===== src/rtl/div_pkg.sv =====
// Shared types and constants for the shared iterative divider controller.
`timescale 1ns/1ps
package div_pkg;

    typedef enum logic [1:0] {
        IDLE = 2'd0,
        RUN  = 2'd1,
        DONE = 2'd2
    } state_e;

    localparam int NUM_REQ   = 2;
    localparam int MAX_WIDTH = 64;

    // Divide-by-zero returns all-ones for both quotient and remainder; sliced to WIDTH by users.
    localparam logic [MAX_WIDTH-1:0] DIV0_RESULT = '1;

endpackage


===== src/rtl/div_iter_core.sv =====
// Restoring unsigned divider, one quotient bit per cycle, MSB first.
`timescale 1ns/1ps
module div_iter_core
    import div_pkg::*;
#(
    parameter int WIDTH = 8
) (
    input  logic             clk,
    input  logic             rst,
    input  logic             start_i,
    input  logic [WIDTH-1:0] dividend_i,
    input  logic [WIDTH-1:0] divisor_i,
    output logic             done_o,
    output logic [WIDTH-1:0] quot_o,
    output logic [WIDTH-1:0] rem_o
);

    localparam int CW = $clog2(WIDTH);

    logic [WIDTH-1:0] rem_q, rem_d;
    logic [WIDTH-1:0] quot_q, quot_d;
    logic [WIDTH-1:0] dvd_q, dvd_d;
    logic [WIDTH-1:0] dvs_q, dvs_d;
    logic [CW-1:0]    cnt_q, cnt_d;
    logic             run_q, run_d;
    logic [WIDTH:0]   shifted;

    // The stored remainder is always below the divisor, so WIDTH bits hold it; only the
    // shifted trial value needs the extra bit.
    always_comb begin
        rem_d   = rem_q;
        quot_d  = quot_q;
        dvd_d   = dvd_q;
        dvs_d   = dvs_q;
        cnt_d   = cnt_q;
        run_d   = run_q;
        shifted = {rem_q, dvd_q[WIDTH-1]};
        if (start_i) begin
            dvd_d = dividend_i;
            dvs_d = divisor_i;
            cnt_d = CW'(WIDTH - 1);
            if (divisor_i == '0) begin
                quot_d = DIV0_RESULT[WIDTH-1:0];
                rem_d  = DIV0_RESULT[WIDTH-1:0];
                run_d  = 1'b0;
            end else begin
                quot_d = '0;
                rem_d  = '0;
                run_d  = 1'b1;
            end
        end else if (run_q) begin
            dvd_d = dvd_q << 1;
            if (shifted >= {1'b0, dvs_q}) begin
                rem_d  = WIDTH'(shifted - {1'b0, dvs_q});
                quot_d = {quot_q[WIDTH-2:0], 1'b1};
            end else begin
                rem_d  = shifted[WIDTH-1:0];
                quot_d = {quot_q[WIDTH-2:0], 1'b0};
            end
            if (cnt_q == '0) begin
                run_d = 1'b0;
            end else begin
                cnt_d = cnt_q - 1'b1;
            end
        end
    end

    always_ff @(posedge clk or posedge rst) begin
        if (rst) begin
            rem_q  <= '0;
            quot_q <= '0;
            dvd_q  <= '0;
            dvs_q  <= '0;
            cnt_q  <= '0;
            run_q  <= 1'b0;
        end else begin
            rem_q  <= rem_d;
            quot_q <= quot_d;
            dvd_q  <= dvd_d;
            dvs_q  <= dvs_d;
            cnt_q  <= cnt_d;
            run_q  <= run_d;
        end
    end

    assign done_o = run_q && (cnt_q == '0);
    assign quot_o = quot_q;
    assign rem_o  = rem_q;

endmodule


===== src/rtl/div_share_ctrl.sv =====
// Round-robin arbiter and sequencer sharing one iterative divider between two requesters.
`timescale 1ns/1ps
module div_share_ctrl
    import div_pkg::*;
#(
    parameter int WIDTH = 8
) (
    input  logic               clk,
    input  logic               rst,
    input  logic [NUM_REQ-1:0] req_valid,
    output logic [NUM_REQ-1:0] req_ready,
    input  logic [WIDTH-1:0]   req0_dividend,
    input  logic [WIDTH-1:0]   req0_divisor,
    input  logic [WIDTH-1:0]   req1_dividend,
    input  logic [WIDTH-1:0]   req1_divisor,
    output logic               rsp_valid,
    input  logic               rsp_ready,
    output logic               rsp_id,
    output logic [WIDTH-1:0]   rsp_quot,
    output logic [WIDTH-1:0]   rsp_rem,
    output logic               busy
);

    // Handshakes: a transfer happens on a rising edge where valid and ready are both high;
    // valid never waits on ready, and the sender holds payload steady until the transfer.
    state_e           state_q, state_d;
    logic             last_q, last_d;
    logic             id_q, id_d;
    logic             gnt_any, gnt_idx, accept;
    logic [WIDTH-1:0] sel_dvd, sel_dvs;
    logic             core_done;
    logic [WIDTH-1:0] core_quot, core_rem;

    always_comb begin
        gnt_any   = |req_valid;
        gnt_idx   = (&req_valid) ? ~last_q : req_valid[1];
        req_ready = (state_q == IDLE && gnt_any) ? (2'b01 << gnt_idx) : 2'b00;
        accept    = |(req_valid & req_ready);
        sel_dvd   = gnt_idx ? req1_dividend : req0_dividend;
        sel_dvs   = gnt_idx ? req1_divisor  : req0_divisor;
    end

    always_comb begin
        state_d = state_q;
        last_d  = last_q;
        id_d    = id_q;
        case (state_q)
            IDLE: begin
                if (accept) begin
                    id_d    = gnt_idx;
                    last_d  = gnt_idx;
                    state_d = (sel_dvs == '0) ? DONE : RUN;
                end
            end
            RUN:     if (core_done) state_d = DONE;
            DONE:    if (rsp_ready) state_d = IDLE;
            default: state_d = IDLE;
        endcase
    end

    always_ff @(posedge clk or posedge rst) begin
        if (rst) begin
            state_q <= IDLE;
            last_q  <= 1'b1;
            id_q    <= 1'b0;
        end else begin
            state_q <= state_d;
            last_q  <= last_d;
            id_q    <= id_d;
        end
    end

    div_iter_core #(.WIDTH(WIDTH)) u_core (
        .clk        (clk),
        .rst        (rst),
        .start_i    (accept),
        .dividend_i (sel_dvd),
        .divisor_i  (sel_dvs),
        .done_o     (core_done),
        .quot_o     (core_quot),
        .rem_o      (core_rem)
    );

    assign rsp_valid = (state_q == DONE);
    assign busy      = (state_q != IDLE);
    assign rsp_id    = id_q;
    assign rsp_quot  = core_quot;
    assign rsp_rem   = core_rem;

endmodule


===== config.mk =====
export PLATFORM = sky130hd
export DESIGN_NAME = div_share_ctrl
export DESIGN_NICKNAME = d
export VERILOG_FILES = /design/src/rtl/div_pkg.sv /design/src/rtl/div_iter_core.sv /design/src/rtl/div_share_ctrl.sv
export SDC_FILE = /design/constraint.sdc
export NUM_CORES = 1
export LEC_CHECK = 0
export BUFFER_PORTS_ARGS = -buffer_cell sky130_fd_sc_hd__buf_2
export CORE_MARGIN = 8
export CORE_UTILIZATION = 30
export DETAILED_ROUTE_END_ITERATION = 10
export SKIP_CTS_REPAIR_TIMING = 1
export SLEW_MARGIN = 20
export SYNTH_ARGS = -nofsm -noshare
export SYNTH_HDL_FRONTEND = slang
export SYNTH_SLANG_ARGS = --single-unit

===== constraint.sdc =====
create_clock -name clk -period 2 [get_ports clk]
set_clock_uncertainty 0.05 [all_clocks]
set_input_delay 0.3 -clock clk [delete_from_list [all_inputs] [get_ports clk]]
set_output_delay 0.3 -clock clk [all_outputs]
set_load 0.03 [all_outputs]

==> impl_metrics.json <==
{
  "outcome": "finished, final reports clean",
  "fmax_mhz": 522,
  "synthFlopType": "dfrtp_1",
  "layout.nets": 364,
  "peakVddDrop_mv": 0.575,
  "antenna_cells": 0,
  "hold_ws_ns": 0.0661,
  "postSynth.asyncResetShare_pct": 100,
  "dr.pass1.iters": 4,
  "core_um2": 7730,
  "yosysWarnings": 0,
  "critPathMaxStageDelay_ns": 0.44,
  "overflow": 0,
  "synth_edf_count": 0,
  "synth_common_cells": "dfrtp_1, a21oi_1, mux2i_1",
  "r2r_end": "u_core.rem_o[6]",
  "synth_nets": 299,
  "cellPowerDensity_nw_per_um2": 1790,
  "die_h_um": 105,
  "start_util_pct": 31.1,
  "antenna_found_initial": 0,
  "syn_area_um2": 2400,
  "cts_buffer_depth": 2,
  "drtIter0Drc": 120,
  "drive_gt1_share_pct": 30.9,
  "synthSimpleGateAreaFrac_pct": 13.8,
  "reg2reg_from": "u_core.dvs_q[0]",
  "grt_pass1_wl_mm": 9.89,
  "synth_top_area_cell": "dfrtp_1",
  "seq_area_frac_synth_pct": 41.7,
  "utilization_pct": 39.3,
  "area_growth_pct": 26.5,
  "filler_cell_count": 790,
  "clk_pin_slew_ns": 0.09,
  "crit_path_end_kind": "register",
  "num_vias": 2074,
  "dieArea_um2": 11100,
  "p_leak_nw": 1.46,
  "drc": 0,
  "crit_arrival_ns": 2.08,
  "crit_chain": "ha_1, fa_1, nor2b_2, o31ai_2, o311a_1, o221ai_1",
  "synth-compound-area-share_pct": 21.3,
  "cts_sinks": 40,
  "synth.area.top_cells": "dfrtp_1, mux2i_1, a21oi_1, ha_1, inv_1",
  "clk_latency_ns": 0.30,
  "synth.most_common_cell": "dfrtp_1",
  "r2r_setup_slack_ns": 0.08,
  "cts-root-buf": "clkbuf_8",
  "cp-start-kind": "register",
  "critPathKind": "register to register",
  "worst_ep_required_time_ns": 2.16,
  "synth_top_family_by_area": "compound AO/OA/AOI/OAI gates",
  "grt_pass1_vias": 2106,
  "worst_pin_slew_ns": 0.632,
  "fin_crit_ns": 1.92,
  "path_max_fanout": 3,
  "die_w_um": 105,
  "fin_crit_sh_pct": 95.9,
  "yosysUniqueCellTypes": 46,
  "crit_slowest_cell": "fa_1",
  "vias_per_cell": 4.95,
  "postRouteAntennaNets": 0,
  "place.port_buffers": 57,
  "synth_seq_cells": 40,
  "num_io_pins": 58,
  "synth_xor_area_share_pct": 1.46,
  "place_inst": 409,
  "max_cap_violations": 0,
  "synthAdderAreaFrac_pct": 6.04,
  "grt_start_max_net_pins": 41,
  "hold_class": "input pin to asynchronous set/reset pin",
  "hold_viol": 0,
  "slew_headroom_pct": 57.7,
  "rsz0062_at_grt": "false",
  "synthMuxAreaShare_pct": 9.58,
  "htree_levels": 2,
  "layout.cells.non_filler": 419,
  "setup_viol": 0,
  "std_cell_rows": 32,
  "routed_wl_mm": 6.09,
  "gr-usage-all-layers_pct": 10.7,
  "cts_buffers": 5,
  "cts_tree": "done",
  "synth_top_area_share_pct": 40.6,
  "drv_slew": 0,
  "dp_hpwl_mm": 4.57,
  "syn-mean-instance-area_um2": 9.57,
  "wl_per_cell_um": 14.5,
  "routabilityCongestion": 0.814,
  "syn_inst": 251,
  "r2r_cells": 6
}
[logic make-up after synthesis]
| family | count (synthesis) |
|---|---|
| flip-flops | 40 |
| XOR/XNOR | 4 |
| buffers and inverters | 33 |
| adder cells (fa/ha/maj) | 11 |
| AO/OA/AOI/OAI | 76 |
| AND/OR/NAND/NOR | 64 |
| multiplexers | 23 |
[worst max-delay path by stage]
stage                          from              end  cells after the start
floorplan           u_core.rem_o[5]  u_core.rem_o[0]                      5
global placement    u_core.rem_o[1]  u_core.rem_o[0]                      6
detailed placement  u_core.rem_o[1]  u_core.rem_o[4]                      6
CTS                      state_q[0]     req_ready[0]                      4
global route        u_core.rem_o[5]  u_core.rem_o[7]                      5
finish              u_core.dvs_q[0]  u_core.rem_o[6]                      6
[stage by stage]
| stage | area (µm²) | power [mW] | TNS (ns) | worst slack (ns) |
|---|---|---|---|---|
| global route | 3040 | 5.86 | 0 | 0.00129 |
| detailed placement | 2830 | 4.53 | -0.0431 | -0.0172 |
| floorplan | 2400 | 3.78 | 0 | 0.0311 |
| finish | 3040 | 5.43 | 0 | 0.0829 |
| global placement | 2830 | 4.46 | 0 | 0.0370 |
| CTS | 2950 | 5.24 | -0.249 | -0.0458 |
[report_power, final]
| part | switching, mW | internal (mW) | total [mW] |
|---|---|---|---|
| Sequential | 0.274 | 1.21 | 1.48 |
| Clock | 0.311 | 0.376 | 0.687 |
| Combinational | 1.92 | 1.34 | 3.26 |
[cells in the final DEF (no fill, tap or decap), types with 5 or more instances in the layout]
cell type   n
ha_1        8
nor2_1      9
a21oi_1    26
mux2i_1    23
clkbuf_8    5
buf_2      55
inv_1      22
a211oi_1    8
nor2b_1     7
o21ai_0    10
o221ai_1    8
buf_4      11
dfrtp_1    39
nand2_1    22
[registers in the layout, summed over array words and instances (netlist names)]
| signal | count |
|---|---|
| u_core.dvd_q | 8 |
| u_core.dvs_q | 8 |
| u_core.quot_o | 8 |
| u_core.rem_o | 8 |
| u_core.cnt_q | 3 |
| state_q | 2 |
| last_q | 1 |
| rsp_id | 1 |
| u_core.run_q | 1 |
[metal layers]
metal  track usage (%)  vias to the layer above  wire length [µm]
met3              2.68                        7               266
met1              13.8                      976              2910
li1                  -                     1034                 -
met5                 0                        -                 0
met4              3.47                        0                88
met2              17.2                       57              2830
[layout make-up]
type	count	area, µm²	area share, %
multi-input combinational	179	1340	44.0
sequential	40	1000	33.0
timing repair buffer	68	373	12.3
tap	102	128	4.20
inverter	22	82.6	2.72
clock buffer	5	68.8	2.27
clock inverter	3	47.5	1.57
[critical path: cells and delay by family (launching register included)]
kind	cells	cell delay, ns
simple gates	1	0.17
fa+ha+maj	2	0.70
flops	1	0.39
compound gates	3	0.55
(Power assumes the default switching activity.)
